### config.mk
export PLATFORM = sky130hd
export DESIGN_NAME = mem_arbiter_rr_flat
export DESIGN_NICKNAME = d
export VERILOG_FILES = /design/src/rtl/mem_arbiter_rr_if.sv /design/src/rtl/mem_arbiter_rr.sv /design/src/flat_wrapper.sv
export SDC_FILE = /design/constraint.sdc
export NUM_CORES = 1
export LEC_CHECK = 0
export ABC_CLOCK_PERIOD_IN_PS = 20100
export CELL_PAD_IN_SITES_DETAIL_PLACEMENT = 1
export CELL_PAD_IN_SITES_GLOBAL_PLACEMENT = 2
export CORE_MARGIN = 2
export CORE_UTILIZATION = 17
export CTS_CLUSTER_DIAMETER = 200
export DETAILED_ROUTE_END_ITERATION = 7
export PLACE_DENSITY_LB_ADDON = 0.25
export SKIP_LAST_GASP = 1
export SLEW_MARGIN = 15
export SYNTH_ARGS = -nofsm -noshare
export SYNTH_HDL_FRONTEND = slang
export SYNTH_SLANG_ARGS = --single-unit
### constraint.sdc
create_clock -name CLK -period 20.1 [get_ports CLK]
set_clock_uncertainty 0.2 [all_clocks]
set_input_delay 6.03 -clock CLK [delete_from_list [all_inputs] [get_ports CLK]]
set_output_delay 6.03 -clock CLK [all_outputs]
set_load 0.02 [all_outputs]
### src/rtl/mem_arbiter_rr_if.sv
// Bus bundle between CPUS cores (instruction + data ports), the arbiter and one shared RAM.
// The arbiter uses the slave view; the cores/RAM side (or a bench) uses the master view.
interface mem_arbiter_rr_if #(
  parameter int CPUS = 2,
  parameter int AW   = 32,
  parameter int DW   = 32
);
  localparam int NSRC = 2 * CPUS;
  localparam int SW   = $clog2(NSRC);

  logic [CPUS-1:0]    iREN;
  logic [CPUS-1:0]    dREN;
  logic [CPUS-1:0]    dWEN;
  logic [CPUS*AW-1:0] iaddr;
  logic [CPUS*AW-1:0] daddr;
  logic [CPUS*DW-1:0] dstore;
  logic [CPUS-1:0]    iwait;
  logic [CPUS-1:0]    dwait;
  logic [CPUS*DW-1:0] iload;
  logic [CPUS*DW-1:0] dload;
  logic               ramREN;
  logic               ramWEN;
  logic [AW-1:0]      ramaddr;
  logic [DW-1:0]      ramstore;
  logic [DW-1:0]      ramload;
  logic [1:0]         ramstate;
  logic               grant_valid;
  logic [SW-1:0]      grant_src;
  logic               timeout_flag;

  modport slave (
    input  iREN, dREN, dWEN, iaddr, daddr, dstore, ramload, ramstate,
    output iwait, dwait, iload, dload, ramREN, ramWEN, ramaddr, ramstore,
           grant_valid, grant_src, timeout_flag
  );

  modport master (
    output iREN, dREN, dWEN, iaddr, daddr, dstore, ramload, ramstate,
    input  iwait, dwait, iload, dload, ramREN, ramWEN, ramaddr, ramstore,
           grant_valid, grant_src, timeout_flag
  );
endinterface

### src/rtl/mem_arbiter_rr.sv
// Round-robin RAM arbiter: registered grant FSM (IDLE/BUSY/RELEASE) over CPUS cores' I and D ports,
// with data-over-instruction or flat priority, per-transaction timeout and a release cycle between grants.
module mem_arbiter_rr #(
  parameter int CPUS    = 2,
  parameter int AW      = 32,
  parameter int DW      = 32,
  parameter int DPRIO   = 1,
  parameter int TIMEOUT = 255
) (
  input  logic            CLK,
  input  logic            RST,
  mem_arbiter_rr_if.slave bus
);
  localparam int NSRC = 2 * CPUS;
  localparam int SW   = $clog2(NSRC);
  localparam int PW   = (CPUS > 1) ? $clog2(CPUS) : 1;
  localparam int TW   = $clog2(TIMEOUT + 1);
  localparam logic [1:0] RS_ACCESS = 2'd2;

  typedef enum logic [1:0] {
    S_IDLE    = 2'd0,
    S_BUSY    = 2'd1,
    S_RELEASE = 2'd2
  } state_t;

  state_t          r_state, w_state_nxt;
  logic [PW-1:0]   r_rr_ptr, w_rr_ptr_nxt;
  logic [TW-1:0]   r_timer, w_timer_nxt;
  logic            r_tflag, w_tflag_nxt;

  logic [SW-1:0]   r_src;
  logic            r_op;
  logic [AW-1:0]   r_addr;
  logic [DW-1:0]   r_wdata;

  logic            w_win_vld;
  logic [SW-1:0]   w_win_src;
  logic            w_win_op;
  logic [AW-1:0]   w_win_addr;
  logic [DW-1:0]   w_win_wdata;
  logic            w_held;
  logic [CPUS-1:0] w_dreq;

  assign w_dreq = bus.dREN | bus.dWEN;

  function automatic logic bit_at(input logic [CPUS-1:0] v, input int idx);
    logic b;
    b = 1'b0;
    for (int j = 0; j < CPUS; j++) begin
      if (j == idx) b = v[j];
    end
    return b;
  endfunction

  // Arbitration: first requester found scanning upward from the round-robin pointer
  always_comb begin : arb
    int c;
    int s;
    c         = 0;
    s         = 0;
    w_win_vld = 1'b0;
    w_win_src = '0;
    if (DPRIO != 0) begin
      for (int k = 0; k < CPUS; k++) begin
        c = int'(r_rr_ptr) + k;
        if (c >= CPUS) c = c - CPUS;
        if (!w_win_vld && bit_at(w_dreq, c)) begin
          w_win_vld = 1'b1;
          w_win_src = SW'(2 * c);
        end
      end
      for (int k = 0; k < CPUS; k++) begin
        c = int'(r_rr_ptr) + k;
        if (c >= CPUS) c = c - CPUS;
        if (!w_win_vld && bit_at(bus.iREN, c)) begin
          w_win_vld = 1'b1;
          w_win_src = SW'(2 * c + 1);
        end
      end
    end else begin
      for (int k = 0; k < NSRC; k++) begin
        s = 2 * int'(r_rr_ptr) + k;
        if (s >= NSRC) s = s - NSRC;
        if (!w_win_vld &&
            (((s % 2) == 1) ? bit_at(bus.iREN, s / 2) : bit_at(w_dreq, s / 2))) begin
          w_win_vld = 1'b1;
          w_win_src = SW'(s);
        end
      end
    end
  end

  // Payload of the winner; a simultaneous dREN+dWEN is treated as a write
  always_comb begin : payload
    w_win_op    = 1'b0;
    w_win_addr  = '0;
    w_win_wdata = '0;
    for (int j = 0; j < CPUS; j++) begin
      if (j == int'(w_win_src >> 1)) begin
        if (w_win_src[0]) begin
          w_win_addr = bus.iaddr[j*AW +: AW];
        end else begin
          w_win_op    = bus.dWEN[j];
          w_win_addr  = bus.daddr[j*AW +: AW];
          w_win_wdata = bus.dstore[j*DW +: DW];
        end
      end
    end
  end

  // The specific line that keeps the granted transaction alive
  always_comb begin : hold
    w_held = 1'b0;
    for (int j = 0; j < CPUS; j++) begin
      if (j == int'(r_src >> 1)) begin
        w_held = r_src[0] ? bus.iREN[j] : (r_op ? bus.dWEN[j] : bus.dREN[j]);
      end
    end
  end

  always_comb begin : fsm
    w_state_nxt      = r_state;
    w_rr_ptr_nxt     = r_rr_ptr;
    w_timer_nxt      = r_timer;
    w_tflag_nxt      = r_tflag;
    bus.iwait        = '1;
    bus.dwait        = '1;
    bus.iload        = '0;
    bus.dload        = '0;
    bus.ramREN       = 1'b0;
    bus.ramWEN       = 1'b0;
    bus.ramaddr      = '0;
    bus.ramstore     = '0;
    bus.grant_valid  = 1'b0;
    bus.grant_src    = '0;
    bus.timeout_flag = r_tflag;
    case (r_state)
      S_IDLE: begin
        if (w_win_vld) begin
          w_state_nxt = S_BUSY;
          w_timer_nxt = '0;
        end
      end
      S_BUSY: begin
        bus.grant_valid = 1'b1;
        bus.grant_src   = r_src;
        bus.ramaddr     = r_addr;
        bus.ramstore    = r_wdata;
        bus.ramWEN      = r_op;
        bus.ramREN      = ~r_op;
        if (bus.ramstate == RS_ACCESS) begin
          for (int j = 0; j < CPUS; j++) begin
            if (j == int'(r_src >> 1)) begin
              if (r_src[0]) begin
                bus.iwait[j] = 1'b0;
                if (!r_op) bus.iload[j*DW +: DW] = bus.ramload;
              end else begin
                bus.dwait[j] = 1'b0;
                if (!r_op) bus.dload[j*DW +: DW] = bus.ramload;
              end
              w_rr_ptr_nxt = (j + 1 >= CPUS) ? '0 : PW'(j + 1);
            end
          end
          w_state_nxt = S_RELEASE;
        end else if (!w_held) begin
          w_state_nxt = S_RELEASE;
        end else if (r_timer == TW'(TIMEOUT - 1)) begin
          w_state_nxt = S_RELEASE;
          w_tflag_nxt = 1'b1;
        end else begin
          w_timer_nxt = r_timer + 1'b1;
        end
      end
      S_RELEASE: w_state_nxt = S_IDLE;
      default:   w_state_nxt = S_IDLE;
    endcase
  end

  always_ff @(posedge CLK) begin
    if (RST) begin
      r_state  <= S_IDLE;
      r_rr_ptr <= '0;
      r_timer  <= '0;
      r_tflag  <= 1'b0;
    end else begin
      r_state  <= w_state_nxt;
      r_rr_ptr <= w_rr_ptr_nxt;
      r_timer  <= w_timer_nxt;
      r_tflag  <= w_tflag_nxt;
    end
  end

  // Grant payload is only observed in BUSY, so it is captured without reset
  always_ff @(posedge CLK) begin
    if (r_state == S_IDLE && w_win_vld) begin
      r_src   <= w_win_src;
      r_op    <= w_win_op;
      r_addr  <= w_win_addr;
      r_wdata <= w_win_wdata;
    end
  end
endmodule

### src/flat_wrapper.sv
// flat-port wrapper written by rule: the top's interface ports become plain ports
module mem_arbiter_rr_flat 
#(
  parameter int CPUS    = 2,
  parameter int AW      = 32,
  parameter int DW      = 32,
  parameter int DPRIO   = 1,
  parameter int TIMEOUT = 255
)
  (CLK, RST, bus_iREN, bus_dREN, bus_dWEN, bus_iaddr, bus_daddr, bus_dstore, bus_ramload, bus_ramstate, bus_iwait, bus_dwait, bus_iload, bus_dload, bus_ramREN, bus_ramWEN, bus_ramaddr, bus_ramstore, bus_grant_valid, bus_grant_src, bus_timeout_flag);
  mem_arbiter_rr_if #(.CPUS(CPUS), .AW(AW), .DW(DW)) bus_i ();
  input  logic CLK;
  input  logic RST;
  input wire logic [$bits(bus_i.iREN)-1:0] bus_iREN;
  input wire logic [$bits(bus_i.dREN)-1:0] bus_dREN;
  input wire logic [$bits(bus_i.dWEN)-1:0] bus_dWEN;
  input wire logic [$bits(bus_i.iaddr)-1:0] bus_iaddr;
  input wire logic [$bits(bus_i.daddr)-1:0] bus_daddr;
  input wire logic [$bits(bus_i.dstore)-1:0] bus_dstore;
  input wire logic [$bits(bus_i.ramload)-1:0] bus_ramload;
  input wire logic [$bits(bus_i.ramstate)-1:0] bus_ramstate;
  output wire logic [$bits(bus_i.iwait)-1:0] bus_iwait;
  output wire logic [$bits(bus_i.dwait)-1:0] bus_dwait;
  output wire logic [$bits(bus_i.iload)-1:0] bus_iload;
  output wire logic [$bits(bus_i.dload)-1:0] bus_dload;
  output wire logic [$bits(bus_i.ramREN)-1:0] bus_ramREN;
  output wire logic [$bits(bus_i.ramWEN)-1:0] bus_ramWEN;
  output wire logic [$bits(bus_i.ramaddr)-1:0] bus_ramaddr;
  output wire logic [$bits(bus_i.ramstore)-1:0] bus_ramstore;
  output wire logic [$bits(bus_i.grant_valid)-1:0] bus_grant_valid;
  output wire logic [$bits(bus_i.grant_src)-1:0] bus_grant_src;
  output wire logic [$bits(bus_i.timeout_flag)-1:0] bus_timeout_flag;
  assign bus_i.iREN = bus_iREN;
  assign bus_i.dREN = bus_dREN;
  assign bus_i.dWEN = bus_dWEN;
  assign bus_i.iaddr = bus_iaddr;
  assign bus_i.daddr = bus_daddr;
  assign bus_i.dstore = bus_dstore;
  assign bus_i.ramload = bus_ramload;
  assign bus_i.ramstate = bus_ramstate;
  assign bus_iwait = bus_i.iwait;
  assign bus_dwait = bus_i.dwait;
  assign bus_iload = bus_i.iload;
  assign bus_dload = bus_i.dload;
  assign bus_ramREN = bus_i.ramREN;
  assign bus_ramWEN = bus_i.ramWEN;
  assign bus_ramaddr = bus_i.ramaddr;
  assign bus_ramstore = bus_i.ramstore;
  assign bus_grant_valid = bus_i.grant_valid;
  assign bus_grant_src = bus_i.grant_src;
  assign bus_timeout_flag = bus_i.timeout_flag;
  mem_arbiter_rr #(.CPUS(CPUS), .AW(AW), .DW(DW), .DPRIO(DPRIO), .TIMEOUT(TIMEOUT)) u_core (.CLK(CLK), .RST(RST), .bus(bus_i));
endmodule
==> metrics.cfg, run 1 <==
[status]
outcome = finished, final reports clean

[finish]
drive_above_1_share = 0.03076
syn_to_final_growth_pct = 94.30
nNetsFinal = 1369
fin_util = 0.3334
fin_cells = 1541

[clocking]
cts_resized = 0
clk_latency_ns = 0.35
cts_hold_buf = 0
cts.sinks = 79
cts_setup_buffers = 0
cts_buffer_depth = 2
clk_pin_slew_worst_paths_ns = 0.07
cts_buffers = 9
htree_levels = 3
cts_tree = built
ctsRootBufferMaster = clkbuf_16

[setup_path]
start_kind = input pin
path_class = in2out
reg2reg_slack_ns = 17.19
worstPathArrival_ns = 8.36
crit_required_ns = 13.87
r2r_cells = 5
reg2reg_to = u_core.r_timer[3]$_SDFFE_PP0P_
path_max_fanout = 20
r2r-start = u_core.r_op$_DFFE_PP_
crit_path_end_kind = output port

[floorplanning]
dieArea_um2 = 33040
placementRows = 65
initial_utilization = 0.1716
die_x_um = 181.8
io_pins = 436
die_height_um = 181.8
core_um2 = 31310

[synth]
synthesis.area_um2 = 5373
synth_top_cell_area_share = 0.3745
synthFlopType = edfxtp_1
synth_cell_type_count = 35
synth_top_cells_by_count = nand2_1, nor2_1, and2_1, edfxtp_1, clkbuf_1
netlist_instances = 737
synth.avg_cell_area_um2 = 7.290
synth_edf_count = 67
synth_largest_area_cell = edfxtp_1
synth_nets = 973
synthTopCellsByArea = edfxtp_1, nand2_1, nor2_1
synth.most_common_cell = nand2_1
async_flop_share = 0
yosys_warnings = 0
yosys_register_bits = 79
yosysSeqAreaShare = 0.4192

[global_route]
grt_max_degree = 73
first_global_vias = 6876
grt_pass1_wl_um = 42630
antenna_found_initial = 1
grt_util_all_layers = 0.1691
gr-total-overflow = 0

[timing]
hold_viol = 0
post-route-min-period_ns = 14.59
slew_headroom = 0.2983
worst_pin_slew_ns = 1.053
drv_slew = 0
setup_viol = 0
rsz0062_at_grt = false
setup_tns_ns = 0
max_freq_mhz = 68.55
worst_slack_ns = 5.513
finalCritPeriodShare = 0.7257

[routing]
first_iter_violations = 188
wl_um = 28230
vias_per_cell = 4.260
ant_nets = 0
dr_total_vias = 6564
drt_pass1_iterations = 4
drcViolationCount = 0
wl_per_cell_um = 18.32

[placement]
dp_cells = 1524
gp_congestion = 0.7526
dp_slack_ns = 5.300
hpwl_um = 21030
place.port_buffers = 435

[power]
power_density_nw_per_um2 = 81.69
peakVddDrop_mv = 0.05389
leakagePower_uw = 0.003863

[worst_hold_path]
hold_depth = 2
min_from = u_core.bus.timeout_flag$_SDFFE_PP0P_
hold_path.class = reg2reg
hold_end = u_core.bus.timeout_flag$_SDFFE_PP0P_

[flow_run]
maxCapViolCount = 0

==> cell usage in the layout (no fill, tap or decap), drive strengths merged, types with 3 or more instances in the layout <==
| cell | netlist | final |
|---|---|---|
| a41oi | 3 | 3 |
| a31oi | 35 | 35 |
| clkdlybuf4s50 | 0 | 435 |
| nand2b | 37 | 37 |
| nand2 | 204 | 204 |
| nand4 | 4 | 4 |
| o21ai | 6 | 6 |
| nor3 | 4 | 4 |
| and2 | 67 | 67 |
| and3 | 34 | 34 |
| edfxtp | 67 | 67 |
| buf | 5 | 9 |
| nor2 | 138 | 138 |
| inv | 6 | 8 |
| a21oi | 39 | 39 |
| dfxtp | 12 | 12 |
| clkbuf | 54 | 10 |
==> critical path, cell delays in order <==
cell             delay (ns)
clkdlybuf4s50_1        0.42
nand2b_1               0.17
nor3_1                 0.20
nand2_1                0.40
buf_4                  0.36
nor2_1                 0.12
clkdlybuf4s50_1        0.64
==> metrics by stage <==
step                cell area [um^2]  hold WS (ns)  power (uW)
finish                         10440        0.2945       852.8
global route                   10440        0.3455       903.1
CTS                            10430        0.2976       872.7
detailed placement             10100        0.2764       670.3
global placement               10100        0.2627       668.4
floorplan                       5373        0.2620       468.0
==> kinds of logic after synthesis <==
group,count (synthesis),synth area share
adders and majority gates,2,0.004657
buffers and inverters,65,0.04821
DFF,79,0.4192
muxes,3,0.008383
AOI/OAI and AO/OA,89,0.09735
and+or+nand+nor,499,0.4222
==> worst max-delay path by stage <==
stage                    startpoint            end  slack [ns]  cells after the start
floorplan           bus_ramstate[1]  bus_dload[38]        6.65                      6
global placement    bus_ramstate[1]  bus_iload[36]        5.40                      6
detailed placement  bus_ramstate[1]  bus_iload[52]        5.30                      6
CTS                 bus_ramstate[1]  bus_iload[52]        5.29                      6
global route        bus_ramstate[0]   bus_iload[3]        5.28                      7
finish              bus_ramstate[0]   bus_iload[8]        5.51                      7
==> registers in the layout, indices dropped and copies added (netlist names) <==
register and count:
u_core.bus.timeout_flag 1, u_core.r_state 2, u_core.r_wdata 32, u_core.r_src 2, u_core.r_addr 32, u_core.r_timer 8
u_core.r_op 1, u_core.r_rr_ptr 1
==> report_power, final <==
| group | internal, uW | switching, uW | leakage [uW] |
|---|---|---|---|
| registers | 248 | 19.3 | 0.000770 |
| logic | 170 | 220 | 0.00293 |
| clock network | 115 | 81.1 | 0.000166 |
==> final cells by class <==
cell class	count	area (um^2)
fill	3703	20870
multi-input combinational	593	2899
antenna	1	2.502
clock buffer	10	239.0
tap	402	503.0
inverter	6	23.77
sequential	79	2252
timing repair buffer	444	4422
clock inverter	6	97.59
==> metal layers <==
layer  global-route usage  up-vias  wire length [um]
li1                     -     3225                 -
met1               0.1886     3028             11260
met2               0.3007      283             13910
met3              0.05716       28              2368
met4              0.05724        0               692
met5                    0        -                 0
Note: power is estimated with default switching activity, not from simulation.
==> run 2: changes to the inputs <==
- ABC_CLOCK_PERIOD_IN_PS: 20100 -> 12000
- CORE_UTILIZATION: 17 -> 14
- clock period: 20.1 -> 12 ns (I/O delays scaled with it)
==> run 2 against run 1 <==
  * Global-route usage down 2.9 points
  * Flip-flop and latch count unchanged
  * Highest routed layer is now met5
  * Critical path depth down 1
  * Cell count up 7.1%
  * Utilization down 5.4 points
  * Count of clock-buffer cells in the layout unchanged
  * First-iteration DRC count down 8.5%
  * Sequential share of layout area down 0.21 points
  * Critical endpoint is now bus_iload[63]
==> metrics.cfg, run 2 (synthesis results as in run 1) <==
[status]
outcome = finished, final reports clean

[worst_hold_path]
hold_path.class = reg2reg
hold_depth = 2
min_from = u_core.bus.timeout_flag$_SDFFE_PP0P_
hold_end = u_core.bus.timeout_flag$_SDFFE_PP0P_

[setup_path]
crit_required_ns = 8.20
cp_cell_sequence = clkdlybuf4s50_1 -> nor2b_1 -> and3_1 -> nand2_1 -> nor2_1 -> clkdlybuf4s50_1
reg2reg_to = u_core.r_timer[5]$_SDFFE_PP0P_
path_max_fanout = 33
r2r-start = u_core.r_state[1]$_SDFFE_PP0P_
path_class = in2out
start_kind = input pin
critical_path.max_stage_delay_ns = 0.66
cpMostUsedCell = clkdlybuf4s50_1
worstPathArrival_ns = 6.21
cp_slowest_cell = clkdlybuf4s50_1
crit_path_end_kind = output port
reg2reg_slack_ns = 9.50
r2r_cells = 6

[placement]
place.port_buffers = 435
gp_congestion = 0.7134
hpwl_um = 21730

[finish]
final_common_cell = clkdlybuf4s50_1
fin_util = 0.2792
largestRegisters = u_core.r_addr x32, u_core.r_wdata x32, u_core.r_timer x8
syn_to_final_growth_pct = 96.20
layout_common_cells = clkdlybuf4s50_1, nand2_1, nor2_1, and2_1, edfxtp_1
drive_above_1_share = 0.02985
nNetsFinal = 1370
num-fill-cells = 4496

[power]
leakagePower_uw = 0.003845
power_density_nw_per_um2 = 132.3
peakVddDrop_mv = 0.06890

[routing]
drcViolationCount = 0
drt_pass1_iterations = 4
first_iter_violations = 172
wl_per_cell_um = 17.68
ant_nets = 0
vias_per_cell = 4.030
wl_um = 29180
dr_total_vias = 6654

[clocking]
cts_buffers = 9
cts_resized = 0
cts_setup_buffers = 0
clk_latency_ns = 0.36
ctsRootBufferMaster = clkbuf_16
cts_tree = built
clk_pin_slew_worst_paths_ns = 0.07
cts_buffer_depth = 2
htree_levels = 3
cts.sinks = 79
cts_hold_buf = 0

[timing]
worst_pin_slew_ns = 1.146
max_freq_mhz = 99.94
setup_viol = 0
hold_viol = 0
drv_slew = 0
slew_headroom = 0.2341
setup_tns_ns = 0
post-route-min-period_ns = 10.01
rsz0062_at_grt = false
finalCritPeriodShare = 0.8338

[global_route]
grt_util_all_layers = 0.1398
grt_pass1_wl_um = 41660
antenna_found_initial = 2
first_global_vias = 6833
gr-total-overflow = 0
grt_max_degree = 74

[floorplanning]
die_x_um = 199.9
die_height_um = 199.9
dieArea_um2 = 39960
io_pins = 436
placementRows = 71
core_um2 = 37760
initial_utilization = 0.1423

[flow_run]
maxCapViolCount = 0

[run 2: cell type report]
class                           instances  area [um^2]  share of cell area
Sequential cell                        79         2252              0.2136
Tap cell                              511        639.4             0.06065
Clock buffer                           10        229.0             0.02172
Timing Repair Buffer                  445         4429              0.4202
Clock inverter                          6        68.82            0.006528
Antenna cell                            1        2.502           0.0002374
Multi-Input combinational cell        593         2897              0.2748
Inverter                                6        23.77            0.002255
[run 2: routing by layer]
metal	vias to the layer above	part of all wire	GRT usage
li1	3221	-	-
met1	3112	0.37	0.1437
met2	296	0.50	0.2555
met3	23	0.11	0.06200
met4	2	0.017	0.04088
met5	-	0.00041	0
[run 2: worst max-delay path by stage]
| stage | from | end | cells past startpoint |
|---|---|---|---|
| after floorplan | bus_dREN[0] | u_core.r_timer[1]$_SDFFE_PP0P_ | 5 |
| after global placement | bus_ramstate[1] | bus_iload[38] | 6 |
| after detailed placement | bus_ramstate[1] | bus_iload[63] | 6 |
| after CTS | bus_ramstate[1] | bus_iload[63] | 6 |
| after global routing | bus_ramstate[1] | bus_iload[63] | 6 |
| final | bus_ramstate[1] | bus_iload[63] | 6 |
[run 2: critical path: cells and delay by family]
family,cells,cell delay (ns)
buffers and inverters,2,1.13
and+or+nand+nor,4,1.47
[run 2: per-stage QoR]
| step | hold WS (ns) | std cells | worst slack [ns] | power, uW | area, um^2 |
|---|---|---|---|---|---|
| after floorplan | 0.2620 | 737 | 1.696 | 784.0 | 5373 |
| after global placement | 0.2878 | 1634 | 2.129 | 1131 | 10240 |
| after detailed placement | 0.2958 | 1634 | 1.992 | 1128 | 10240 |
| after CTS | 0.3064 | 1650 | 1.982 | 1429 | 10540 |
| after global routing | 0.3413 | 1650 | 1.773 | 1478 | 10540 |
| final | 0.2940 | 1651 | 1.994 | 1394 | 10540 |
[run 2: where the power goes]
group          switching (uW)  internal (uW)
clock                     129            163
sequential               25.2            416
combinational             377            285
total                     531            864
==> run 3: changes to the inputs <==
- ABC_CLOCK_PERIOD_IN_PS: 12000 -> 8900
- clock period: 12 -> 8.9 ns (I/O delays scaled with it)
==> run 3 against run 2 <==
  * Global-route usage fell by 0.057 points
  * Count of clock-buffer cells in the layout rose by 1
  * Die area did not move
  * Sequential share of layout area barely moved
  * Sequential power rose by 35%
  * Non-clock buffer count rose by 2
  * Routed wire length fell by 0.11%
  * Utilization barely moved
  * Cell area barely moved
  * Via count fell by 1.4%
  * Largest power group unchanged
  * First-iteration DRC count fell by 11%
==> metrics.cfg, run 3 (synthesis results as in run 1) <==
[finish]
largestRegisters = u_core.r_addr x32, u_core.r_wdata x32, u_core.r_timer x8
multi_input_area_um2 = 2897
final_common_cell = clkdlybuf4s50_1
layout_common_cells = clkdlybuf4s50_1, nand2_1, nor2_1, and2_1, edfxtp_1
ff_latch_area_um2 = 2252
antennaDiodeCount = 0
drive_above_1_share = 0.03067
num-fill-cells = 4541
syn_to_final_growth_pct = 96.30
nNetsFinal = 1372
fin_area_um2 = 10550

[routing]
ant_nets = 0
wl_um = 29150
first_iter_violations = 153
dr_total_vias = 6560
wl_per_cell_um = 17.65
drt_pass1_iterations = 4
drcViolationCount = 0
vias_per_cell = 3.971

[clocking]
cts_buffer_depth = 2
cts.sinks = 79
cts_hold_buf = 0
cts_buffers = 9
clk_latency_ns = 0.35
cts_setup_buffers = 0
clk_pin_slew_worst_paths_ns = 0.07
cts_tree = built
ctsRootBufferMaster = clkbuf_16
htree_levels = 3
cts_resized = 0

[timing]
slew_headroom = 0.3048
post-route-min-period_ns = 7.599
worst_pin_slew_ns = 1.043
setup_tns_ns = 0
setup_viol = 0
max_freq_mhz = 131.6
hold_viol = 0
drv_slew = 0
finalCritPeriodShare = 0.8538
rsz0062_at_grt = false

[floorplanning]
dieArea_um2 = 39960
core_um2 = 37760
initial_utilization = 0.1423
die_height_um = 199.9
die_x_um = 199.9
io_pins = 436
placementRows = 71

[setup_path]
start_kind = input pin
path_class = in2out
worstPathArrival_ns = 4.73
crit_path_end_kind = output port
path_max_fanout = 33
crit_required_ns = 6.03

[global_route]
first_global_vias = 6551
grt_util_all_layers = 0.1392
antenna_found_initial = 2
gr-total-overflow = 0
grt_pass1_wl_um = 41220
grt_max_degree = 74

[placement]
place.port_buffers = 435
dpl_cell_area_um2 = 10260
hpwl_um = 21920
gp_congestion = 0.7269

[power]
power_uw = 1880
leakagePower_uw = 0.003855
sw_frac_of_total = 0.3808
power_density_nw_per_um2 = 178.3
p_int_uw = 1164
peakVddDrop_mv = 0.08536
pwr-share-clk = 0.209
switchingPower_uw = 716.0
share_comb_of_total_power = 0.474
pwr-share-seq = 0.317

[worst_hold_path]
hold_path.class = reg2reg

[status]
outcome = finished, final reports clean

[flow_run]
maxCapViolCount = 0

-- run 3: cell types whose count changed in the layout (fill, tap and decap cells not counted), sizes merged --
cell	delta
diode	-1
buf	+2
clkinvlp	-1
clkbuf	+1
-- run 3: worst max-delay path, cell delays in order --
cell and delay, ns:
clkdlybuf4s50_1 0.49, nor2b_1 0.23, and3_1 0.23, nand2_1 0.06, buf_4 0.26, nor2_1 0.14, clkdlybuf4s50_1 0.63
-- run 3: per-stage QoR --
step                cells  utilization  worst slack, ns  hold WS, ns
finish               1652       0.2793            1.301       0.2990
global route         1652       0.2793            1.166       0.3390
CTS                  1652       0.2793            1.294       0.3137
detailed placement   1636       0.2716            1.310       0.2989
global placement     1636       0.2716            1.327       0.2848
floorplan             737            -            2.132       0.2620
-- run 3: path summary, 6_finish.rpt --
kind	start	endpoint	slack (ns)	cells after the start
max	bus_ramstate[1]	bus_iload[43]	1.30	7
min	u_core.bus.timeout_flag$_SDFFE_PP0P_	u_core.bus.timeout_flag$_SDFFE_PP0P_	0.30	2
max reg2reg	u_core.r_op$_DFFE_PP_	u_core.r_timer[3]$_SDFFE_PP0P_	6.43	5
min reg2reg	u_core.bus.timeout_flag$_SDFFE_PP0P_	u_core.bus.timeout_flag$_SDFFE_PP0P_	0.30	2
-- run 3: power groups by stage --
stage	registers (uW)	logic, uW	clock network, uW
floorplan	595	453	0
global placement	603	927	0
global route	610	969	419
finish	596	891	393
detailed placement	607	920	0
CTS	599	924	412
-- run 3: final cells by class --
cell class / instances / share of cell area
Clock buffer: 11 / 0.02207
Clock inverter: 5 / 0.005457
Inverter: 6 / 0.002254
Multi-Input combinational cell: 593 / 0.2746
Sequential cell: 79 / 0.2135
Tap cell: 511 / 0.06062
Timing Repair Buffer: 447 / 0.4214
-- run 3: per-layer routing --
metal | GRT usage | wire (um) | share of wire | vias to the layer above
li1 | - | - | - | 3225
met1 | 0.1472 | 11140 | 0.38 | 3020
met2 | 0.2540 | 14520 | 0.50 | 289
met3 | 0.05914 | 3106 | 0.11 | 22
met4 | 0.03512 | 354 | 0.012 | 4
met5 | 0 | 27 | 0.00093 | -
